$ cat src/rtl/fdtd_mem_loader.sv
// Fetches a contiguous block of previous-timestep field words from data memory
// and streams them into the FDTD accelerator buffer with start/valid/end strobes.
module fdtd_mem_loader #(
  parameter int unsigned FDTD_DATA_WIDTH = 32,
  parameter int unsigned MEM_ADDR_WIDTH  = 32,
  parameter int unsigned REG_SIZE_WIDTH  = 16,
  parameter int unsigned MAX_OUTSTANDING = 2
) (
  input  logic                       CLK,
  input  logic                       RST_N,
  input  logic                       load_start_i,
  input  logic [1:0]                 load_sel_i,
  input  logic [MEM_ADDR_WIDTH-1:0]  base_addr_i,
  input  logic [REG_SIZE_WIDTH-1:0]  len_i,
  output logic                       data_req_o,
  output logic [MEM_ADDR_WIDTH-1:0]  data_addr_o,
  output logic                       data_we_o,
  input  logic                       data_gnt_i,
  input  logic                       data_rvalid_i,
  input  logic [FDTD_DATA_WIDTH-1:0] data_rdata_i,
  output logic                       buffer_Hy_start_o,
  output logic                       buffer_Ez_start_o,
  output logic                       buffer_src_start_o,
  output logic                       buffer_Hy_end_o,
  output logic                       buffer_Ez_end_o,
  output logic                       buffer_src_end_o,
  output logic                       wrtvalid_Hy_old_o,
  output logic                       wrtvalid_Ez_old_o,
  output logic [FDTD_DATA_WIDTH-1:0] Hy_old_o,
  output logic [FDTD_DATA_WIDTH-1:0] Ez_old_o,
  output logic                       busy_o,
  output logic                       done_o
);

  localparam int unsigned OUT_W   = 2;
  localparam logic [1:0]  SEL_HY  = 2'd0;
  localparam logic [1:0]  SEL_RSV = 2'd3;

  typedef enum logic [2:0] {
    ST_IDLE,
    ST_START,
    ST_FETCH,
    ST_DRAIN,
    ST_END
  } state_e;

  state_e                     state_q, state_d;
  logic [1:0]                 sel_q, sel_d;
  logic [MEM_ADDR_WIDTH-1:0]  base_q, base_d;
  logic [REG_SIZE_WIDTH-1:0]  len_q, len_d;
  logic [REG_SIZE_WIDTH-1:0]  issued_q, issued_d;
  logic [REG_SIZE_WIDTH-1:0]  received_q, received_d;
  logic [OUT_W-1:0]           outstanding_q, outstanding_d;
  logic                       req_q, req_d;
  logic [MEM_ADDR_WIDTH-1:0]  addr_q, addr_d;
  logic [FDTD_DATA_WIDTH-1:0] hy_q, hy_d, ez_q, ez_d;
  logic                       vld_hy_q, vld_hy_d, vld_ez_q, vld_ez_d;
  logic [2:0]                 start_q, start_d, end_q, end_d;
  logic                       busy_q, busy_d, done_q, done_d;
  logic                       grant, accept;

  // Next-state, counters and registered-output values
  always_comb begin
    state_d       = state_q;
    sel_d         = sel_q;
    base_d        = base_q;
    len_d         = len_q;
    issued_d      = issued_q;
    received_d    = received_q;
    hy_d          = hy_q;
    ez_d          = ez_q;
    vld_hy_d      = 1'b0;
    vld_ez_d      = 1'b0;
    grant         = req_q & data_gnt_i;
    accept        = data_rvalid_i & busy_q & (outstanding_q != '0);
    outstanding_d = outstanding_q + OUT_W'(grant) - OUT_W'(accept);

    if (grant) begin
      issued_d = issued_q + REG_SIZE_WIDTH'(1);
    end
    if (accept) begin
      received_d = received_q + REG_SIZE_WIDTH'(1);
      if (sel_q == SEL_HY) begin
        hy_d     = data_rdata_i;
        vld_hy_d = 1'b1;
      end else begin
        ez_d     = data_rdata_i;
        vld_ez_d = 1'b1;
      end
    end

    case (state_q)
      ST_IDLE: begin
        if (load_start_i && (load_sel_i != SEL_RSV)) begin
          sel_d         = load_sel_i;
          base_d        = base_addr_i;
          len_d         = len_i;
          issued_d      = '0;
          received_d    = '0;
          outstanding_d = '0;
          state_d       = (len_i == '0) ? ST_END : ST_START;
        end
      end
      ST_START: state_d = ST_FETCH;
      ST_FETCH: if (issued_d == len_q) state_d = ST_DRAIN;
      ST_DRAIN: if (received_q == len_q) state_d = ST_END;
      ST_END:   state_d = ST_IDLE;
      default:  state_d = ST_IDLE;
    endcase

    // Request is re-evaluated from next-cycle counters so back-to-back grants stream
    req_d   = (state_d == ST_FETCH) && (issued_d < len_q) &&
              (outstanding_d < OUT_W'(MAX_OUTSTANDING));
    addr_d  = req_d ? MEM_ADDR_WIDTH'(base_q + (MEM_ADDR_WIDTH'(issued_d) << 2)) : '0;
    start_d = (state_d == ST_START) ? (3'b001 << sel_d) : 3'b000;
    end_d   = ((state_d == ST_END) && (len_d != '0)) ? (3'b001 << sel_d) : 3'b000;
    busy_d  = (state_d != ST_IDLE);
    done_d  = (state_d == ST_END);
  end

  always_ff @(posedge CLK or posedge RST_N) begin
    if (RST_N) begin
      state_q       <= ST_IDLE;
      sel_q         <= '0;
      base_q        <= '0;
      len_q         <= '0;
      issued_q      <= '0;
      received_q    <= '0;
      outstanding_q <= '0;
      req_q         <= 1'b0;
      addr_q        <= '0;
      hy_q          <= '0;
      ez_q          <= '0;
      vld_hy_q      <= 1'b0;
      vld_ez_q      <= 1'b0;
      start_q       <= '0;
      end_q         <= '0;
      busy_q        <= 1'b0;
      done_q        <= 1'b0;
    end else begin
      state_q       <= state_d;
      sel_q         <= sel_d;
      base_q        <= base_d;
      len_q         <= len_d;
      issued_q      <= issued_d;
      received_q    <= received_d;
      outstanding_q <= outstanding_d;
      req_q         <= req_d;
      addr_q        <= addr_d;
      hy_q          <= hy_d;
      ez_q          <= ez_d;
      vld_hy_q      <= vld_hy_d;
      vld_ez_q      <= vld_ez_d;
      start_q       <= start_d;
      end_q         <= end_d;
      busy_q        <= busy_d;
      done_q        <= done_d;
    end
  end

  assign data_req_o         = req_q;
  assign data_addr_o        = addr_q;
  assign data_we_o          = 1'b0;
  assign buffer_Hy_start_o  = start_q[0];
  assign buffer_Ez_start_o  = start_q[1];
  assign buffer_src_start_o = start_q[2];
  assign buffer_Hy_end_o    = end_q[0];
  assign buffer_Ez_end_o    = end_q[1];
  assign buffer_src_end_o   = end_q[2];
  assign wrtvalid_Hy_old_o  = vld_hy_q;
  assign wrtvalid_Ez_old_o  = vld_ez_q;
  assign Hy_old_o           = hy_q;
  assign Ez_old_o           = ez_q;
  assign busy_o             = busy_q;
  assign done_o             = done_q;

endmodule

$ cat config.mk
export PLATFORM = sky130hd
export DESIGN_NAME = fdtd_mem_loader
export DESIGN_NICKNAME = d
export VERILOG_FILES = /design/src/rtl/fdtd_mem_loader.sv
export SDC_FILE = /design/constraint.sdc
export NUM_CORES = 1
export LEC_CHECK = 0
export ABC_AREA = 1
export CELL_PAD_IN_SITES_DETAIL_PLACEMENT = 1
export CELL_PAD_IN_SITES_GLOBAL_PLACEMENT = 2
export CORE_UTILIZATION = 34
export CTS_BUF_LIST = sky130_fd_sc_hd__clkbuf_8
export CTS_CLUSTER_DIAMETER = 120
export DETAILED_ROUTE_END_ITERATION = 8
export GPL_ROUTABILITY_DRIVEN = 1
export MAX_ROUTING_LAYER = met4
export PLACE_DENSITY = 0.95
export REMOVE_ABC_BUFFERS = 1
export SYNTH_ARGS = -nofsm -noshare
export SYNTH_HDL_FRONTEND = slang
export SYNTH_SLANG_ARGS = --single-unit
$ cat constraint.sdc
create_clock -name CLK -period 11 [get_ports CLK]
set_input_delay 3.3 -clock CLK [delete_from_list [all_inputs] [get_ports CLK]]
set_output_delay 3.3 -clock CLK [all_outputs]
set_load 0.02 [all_outputs]
==> summary.txt, run 1 <==
Clocking
  • Post-CTS setup buffer count: 0
  • Clk slew on worst S/H paths: 110 ps
  • CTS tree: built
  • Hold buffers post-CTS: 0
  • Root buf cell: clkbuf_8
  • CTS buffer count: 17
  • CTS H-tree depth: 4
  • Clk Latency, worst-skew pair: between 400 and 500 ps
  • Longest Clk Path Bufs: 2
  • CTS Sinks: about 190
  • Post-cts gate resize count: 0

Power and ir drop
  • Int Pwr: 1762 uW
  • Leakage: between 0.005 and 0.006 uW
  • Clock share of power: about 15%
  • Power Density: 254.1 mW/mm^2
  • Sequential share of power: between 30% and 40%
  • Tot Pwr: about 3100 uW
  • Logic pwr share: 47.3%
  • Sw Ratio: a little over two fifths
  • Psw: between 1000 and 1500 uW
  • Worst VDD drop: 102.0 uV

Final layout
  • Syn-to-layout area delta: 27.92%
  • # diodes: 0
  • Fillers: around 3,400
  • Share of layout cells above drive strength 1: 5.653%
  • Post-layout utilization of the core: approximately 44%
  • Commonest non-fill, non-tap cells in the layout: 312 x nand2_1, 194 x dfrtp_1, 193 x clkdlybuf4s50_1
  • Final net count: ~1,500
  • Most common cell after layout, fill and taps aside: nand2_1

Setup path
  • Most common cell on crit path: nand2_1
  • Register-to-Register Path Depth: 15
  • Worst path required time: 11,340 ps
  • Slowest CP cell: buf_4
  • Capturing element type of the critical path: register
  • Worst reg-to-reg setup slack: 6710 ps
  • Worst r2r src: state_q[1]
  • Critical Path Fanout Max: between 70 and 80
  • Crit Reg-Reg Endpoint: data_addr_o[22]
  • Type of the worst setup path: input port to register
  • Worst setup SP type: input port
  • Max incr delay on CP: between 600 and 700 ps
  • Critical path arrival: approximately 7300 ps
  • CP Cell Sequence: clkdlybuf4s50_1 -> nand2_1 -> nand2_1 -> nor2_4 -> buf_4 -> a21oi_1 -> ha_1 -> inv_1 -> nor3_1 -> a21oi_1 -> o21ai_0 -> nand2_1 -> nand2_1 -> nand2_1 -> o21ai_0 -> nor2_1

Global routing
  • GR Util met1: 25.05%
  • Largest net degree at the start of global routing: 135
  • GR Util met2: approximately a third
  • Total global routing overflow: 0
  • Vias in the first global route: 8,986
  • Initial antenna violation count: 0
  • Met3 usage: 3.956%
  • GRT busiest layer: met2
  • GRT Total Usage: between 20% and 30%
  • Global-route wire length before repair: 45,240 microns

Synthesis
  • Yosys warnings: 0
  • Top FF cell, synth: dfrtp_1
  • EDFF count, synth: 0
  • Post-Syn Area: roughly 0.0097 sq mm
  • Yosys cell types: between 40 and 50
  • Register area share after synthesis: 50.23%
  • Yosys reg bits: roughly 190
  • Fraction of registers with async set/reset: 100.0%
  • Mapped Cells: approximately 1,200
  • Syn_area_per_cell: a little over 8 sq um

STA
  • Period utilization: a little under two thirds
  • Number of setup violations in the final report: 0
  • Setup TNS: 0 ps
  • Final Hold Fails: 0
  • Slew Limit Fails: 0
  • RSZ-0062 raised after global routing: false
  • Fmax: 143.3 MHz
  • Clock Skew: approximately 26 ps
  • Min Tclk post-route: 6977 ps
  • Worst slew margin: 32.66%
  • Slew @ Worst Pin: between 1000 and 1500 ps

Worst hold path
  • Worst hold path cell count: 2
  • WHS Endpoint: Ez_old_o[11]
  • Hold path start: Ez_old_o[11]
  • Class of the worst hold path: register to register

Outcome
  • Status: finished, final reports clean

Floorplan
  • Number of cell rows: 61
  • Ports: ~200
  • Core Region: 0.02786 sq mm
  • Die height: between 150 and 200 microns
  • Initial Utilization: a little over a third
  • Die span in x: 170.6 microns
  • Full die area: around 0.029 sq mm

Detailed routing
  • Iter 0 DRT Violations: between 400 and 500
  • DRC violations left: 0
  • DR pass1 iterations: 4
  • Drt wl/cell: 16.05 microns
  • Final ANT Viol Nets: 0
  • Vias/cell: between 4 and 5
  • DR vias: approximately 8,500
  • Routed Wire Length: between 20,000 and 30,000 microns

Place
  • DP HPWL: about 21,000 microns
  • Gpl congestion: a little over 0.8
  • Buffers on Ports: 193

Flow run
  • Max Cap Viol: 0
-- power by group through the flow --
stage / clock network, uW / registers [uW] / logic [uW]
5_1_grt: 508 / 1220 / 1660
3_3_place_gp: 0 / 1190 / 1450
4_1_cts: 485 / 1190 / 1510
2_1_floorplan: 0 / 1340 / 725
3_5_place_dp: 0 / 1200 / 1500
6_report: 468 / 1190 / 1490
-- stage by stage --
stage / instance area (sq um) / instances / worst slack, ps / hold slack, ps
CTS: 12360 / 1740 / 4119 / 499.0
global placement: 11960 / 1708 / 3791 / 462.4
global route: 12360 / 1740 / 3822 / 524.3
finish: 12360 / 1740 / 4023 / 494.3
detailed placement: 11960 / 1708 / 3659 / 470.3
floorplan: 9523 / 1134 / 2416 / 443.4
-- critical path: cells and delay by family --
| kind | cells | cell delay [ps] |
|---|---|---|
| AOI/OAI and AO/OA | 4 | 990 |
| buffers and inverters | 3 | 1210 |
| and+or+nand+nor | 8 | 1390 |
| adders and majority gates | 1 | 410 |
-- final cells by class --
type | count | area (sq um) | area share, %
Sequential cell | 194 | 4855 | 39.26
Multi-Input combinational cell | 813 | 4195 | 33.93
Timing Repair Buffer | 196 | 1954 | 15.81
Inverter | 127 | 485.5 | 3.926
Tap cell | 378 | 473.0 | 3.825
Clock buffer | 17 | 234.0 | 1.892
Clock inverter | 15 | 167.7 | 1.356
-- metal layers --
metal	vias to the layer above	part of all wire (%)
met5	-	0
met4	0	1.3
met3	23	5.9
met2	198	48
met1	4114	45
li1	4121	-
-- registers in the layout, summed over array words and instances (netlist names), 3 cells and up --
signal,cells
issued_q,16
len_q,16
received_q,16
state_q,3
Hy_old_o,32
base_q,32
Ez_old_o,32
start_q,3
end_q,3
data_addr_o,32
-- cells by family (layout without fill, tap and decap cells) --
| family | Yosys count | count (layout) | share of synthesized area (%) |
|---|---|---|---|
| AND/OR/NAND/NOR | 542 | 542 | 24.26 |
| AO/OA/AOI/OAI | 191 | 191 | 10.42 |
| buffers and inverters | 157 | 355 | 6.421 |
| adder cells (fa/ha/maj) | 36 | 36 | 4.738 |
| flip-flops | 194 | 194 | 50.23 |
| other | 1 | 1 | 0.03880 |
| XOR/XNOR | 43 | 43 | 3.896 |
-- how the worst max path moves through the flow --
stage | start | end | slack, ps
floorplan | RST_N | Ez_old_o[0] | 2420
global placement | load_sel_i[0] | data_addr_o[26] | 3790
detailed placement | load_sel_i[0] | data_addr_o[22] | 3660
CTS | load_sel_i[0] | data_addr_o[22] | 4120
global route | load_sel_i[0] | data_addr_o[22] | 3820
finish | load_sel_i[0] | data_addr_o[22] | 4020
-- synth_stat cells (4+ instances only) --
cell      number  area [sq um]
nor2_2        24         150.1
clkbuf_1      18         67.56
nor3_1        15         75.07
nor2_1        89         334.1
o21a_1         4         30.03
nand4_1       17         106.4
xor2_1        20         175.2
nand3_2        4         40.04
o21ai_0      115         575.6
nand3b_1       4         30.03
dfrtp_1      194          4855
buf_1          5         18.77
nand2_1      312          1171
nor4_1        10         62.56
inv_1        123         461.7
ha_1          35         437.9
nand3_1       54         270.3
a21oi_1       56         280.3
xnor2_1       23         201.4
No activity file was read; power rests on OpenSTA's default activity.
==> run 2, diff against run 1 <==
--- a/config.mk
+++ b/config.mk
@@ -8,13 +8,13 @@
 export ABC_AREA = 1
 export CELL_PAD_IN_SITES_DETAIL_PLACEMENT = 1
 export CELL_PAD_IN_SITES_GLOBAL_PLACEMENT = 2
-export CORE_UTILIZATION = 34
+export CORE_UTILIZATION = 31
 export CTS_BUF_LIST = sky130_fd_sc_hd__clkbuf_8
 export CTS_CLUSTER_DIAMETER = 120
 export DETAILED_ROUTE_END_ITERATION = 8
 export GPL_ROUTABILITY_DRIVEN = 1
 export MAX_ROUTING_LAYER = met4
-export PLACE_DENSITY = 0.95
+export PLACE_DENSITY = 0.89
 export REMOVE_ABC_BUFFERS = 1
 export SYNTH_ARGS = -nofsm -noshare
 export SYNTH_HDL_FRONTEND = slang
==> constraint.sdc (replaced) <==
create_clock -name CLK -period 7.3 [get_ports CLK]
set_input_delay 2.19 -clock CLK [delete_from_list [all_inputs] [get_ports CLK]]
set_output_delay 2.19 -clock CLK [all_outputs]
set_load 0.02 [all_outputs]
==> run 2 against run 1 <==
Against the previous run:
- hold slack lost 2.1 ps
- register-to-register slack lost 3100 ps
- utilization shrank 4.0 points
- die area grew 9.6%
- clock-buffer cell count grew 2
- critical endpoint unchanged
==> summary.txt, run 2 (same netlist as run 1, synthesis figures left out) <==
Outcome
  • Status: finished, final reports clean

Final layout
  • Most common cell after layout, fill and taps aside: nand2_1
  • Commonest non-fill, non-tap cells in the layout: 312 x nand2_1, 194 x dfrtp_1, 193 x clkdlybuf4s50_1
  • Share of layout cells above drive strength 1: 5.934% (+0.28 points)
  • Syn-to-layout area delta: 28.14%
  • Final net count: 1,475 (+0.20%)
  • # diodes: 0 (unchanged)

Floorplan
  • Full die area: 0.03189 sq mm (+9.6%)
  • Core Region: 0.03067 sq mm (+10%)
  • Number of cell rows: 64 (+4.9%)
  • Initial Utilization: 31.52% (-3.2 points)
  • Die span in x: 178.6 microns (+4.7%)
  • Ports: 195 (unchanged)
  • Die height: 178.6 microns (+4.7%)

Place
  • Buffers on Ports: 193 (unchanged)
  • DP HPWL: 22,000 microns (+3.8%)
  • DP Worst Slack: 1486 ps (-2173 ps)
  • Gpl congestion: 0.8875 (+8.5%)

Clocking
  • Hold buffers post-CTS: 0 (unchanged)
  • Clk slew on worst S/H paths: 100 ps (about the same)
  • Clk Latency, worst-skew pair: 470 ps (about the same)
  • Longest Clk Path Bufs: 2 (unchanged)
  • CTS Sinks: 194 (unchanged)
  • Post-cts gate resize count: 0 (unchanged)
  • CTS H-tree depth: 4 (unchanged)
  • CTS buffer count: 17 (unchanged)
  • Root buf cell: clkbuf_8
  • CTS tree: built
  • Post-CTS setup buffer count: 0 (unchanged)

STA
  • Hold WS: 492.1 ps (-2.147 ps)
  • Final Hold Fails: 0 (unchanged)
  • Clock Skew: 22.98 ps (-2.917 ps)
  • Slew Limit Fails: 0 (unchanged)
  • Number of setup violations in the final report: 0 (unchanged)
  • Worst setup margin: 1989 ps (-2034 ps)
  • Fmax: roughly 190 MHz
  • Slew @ Worst Pin: 966.1 ps (-44.00 ps)
  • Min Tclk post-route: between 5000 and 6000 ps
  • Period utilization: 72.75%
  • RSZ-0062 raised after global routing: false
  • Worst slew margin: 35.59% (+2.9 points)

Global routing
  • Initial antenna violation count: 0 (unchanged)
  • Global-route wire length before repair: 45,700 microns (+1.0%)
  • Total global routing overflow: 0 (unchanged)
  • Largest net degree at the start of global routing: 93 (-31%)
  • Vias in the first global route: 8,774 (-2.4%)
  • GRT Total Usage: 19.04% (-1.4 points)

Worst hold path
  • Hold path start: base_q[11]
  • Class of the worst hold path: register to register

Power and ir drop
  • Clock share of power: 14.8% (about the same)
  • Sequential share of power: 37.9% (about the same)
  • Sw Ratio: 43.64% (-0.26 points)
  • Logic pwr share: 47.3% (about the same)
  • Leakage: 0.005708 uW (+0.23%)
  • Worst VDD drop: 137.7 uV (+35%)
  • Psw: 2064 uW (+50%)
  • Power Density: 381.9 mW/mm^2 (+50%)
  • Int Pwr: 2665 uW (+51%)

Setup path
  • Worst setup SP type: input port
  • Max incr delay on CP: 660 ps (-30 ps)
  • Worst path required time: 7680 ps (-3660 ps)
  • Most common cell on crit path: nor2_1
  • Slowest CP cell: nor2_4
  • Critical path launch point: load_sel_i[0]
  • Worst path bufs/invs: 2 (-1)
  • CP top delay family: simple AND/OR/NAND/NOR gates
  • CP Cell Sequence: clkdlybuf4s50_1 -> nand2_1 -> nand2_1 -> nor2_4 -> buf_4 -> nor2_1 -> ha_1 -> a21oi_1 -> o21ai_0 -> nand4_1 -> o211ai_1 -> nor2_1 -> nand3_1 -> a21oi_1 -> nand2_4 -> nor2_1
  • Worst r2r src: state_q[1]
  • Capturing element type of the critical path: register
  • Critical Path Fanout Max: 35 (-55%)
  • Type of the worst setup path: input port to register
  • Critical path arrival: 5690 ps (-1630 ps)

Detailed routing
  • Final ANT Viol Nets: 0 (unchanged)
  • Iter 0 DRT Violations: 386 (-10%)
  • DR pass1 iterations: 4 (unchanged)
  • Drt wl/cell: 16.27 microns (+1.4%)
  • DR vias: 8,412 (-0.52%)
  • DRC violations left: 0 (unchanged)
  • Vias/cell: 4.777 (-1.7%)
  • Routed Wire Length: 28,660 microns (+2.6%)

Flow run
  • Max Cap Viol: 0 (unchanged)
run 2: worst paths after layout:
check / end / slack (ps) / cells after the start
max: data_addr_o[22] / 1990 / 16
min in group asynchronous: Ez_old_o[14] / 2210 / 2
max in group asynchronous: received_q[14] / 3740 / 3
max reg2reg: data_addr_o[22] / 3660 / 15
min reg2reg: base_q[11] / 490 / 2
min: base_q[11] / 490 / 2
run 2: final cells by class:
class	count	area, sq um
fill	3689	18280
sequential	194	4855
multi-input combinational	813	4195
timing repair buffer	199	1977
tap	396	495.5
inverter	127	485.5
clock buffer	19	261.5
clock inverter	13	116.4
run 2: metal layers:
layer  share of wire [%]  GRT usage (%)
met5                   0              -
met4                0.95          4.237
met3                 4.6          2.813
met2                  47          31.61
met1                  47          24.47
run 2: per-stage QoR:
stage                     instance area [sq um]  total power [uW]  std cells  TNS [ps]  utilization (%)
final                                     12390              4730       1761         0            40.38
after global routing                      12390              5111       1761         0            40.38
after CTS                                 12390              4792       1761         0            40.38
after detailed placement                  12010              4070       1729         0            39.15
after global placement                    12010              4005       1729         0            39.15
after floorplan                            9523              3113       1134    -33740                -
run 2: power groups by stage:
stage	registers [uW]	clock network, uW	logic, uW
floorplan	2020	0	1090
global placement	1810	0	2200
detailed placement	1810	0	2260
CTS	1800	730	2270
global route	1840	768	2500
finish	1790	699	2240
run 2: worst reg2reg max path: stages (launching register included):
cell and delay (ps):
dfrtp_1 430, nor2_1 150, nand2_1 120, nor2_4 630
buf_4 370, nor2_1 120, ha_1 310, a21oi_1 160
o21ai_0 120, nand4_1 90, o211ai_1 80, nor2_1 90
nand3_1 80, a21oi_1 230, nand2_4 330, nor2_1 220
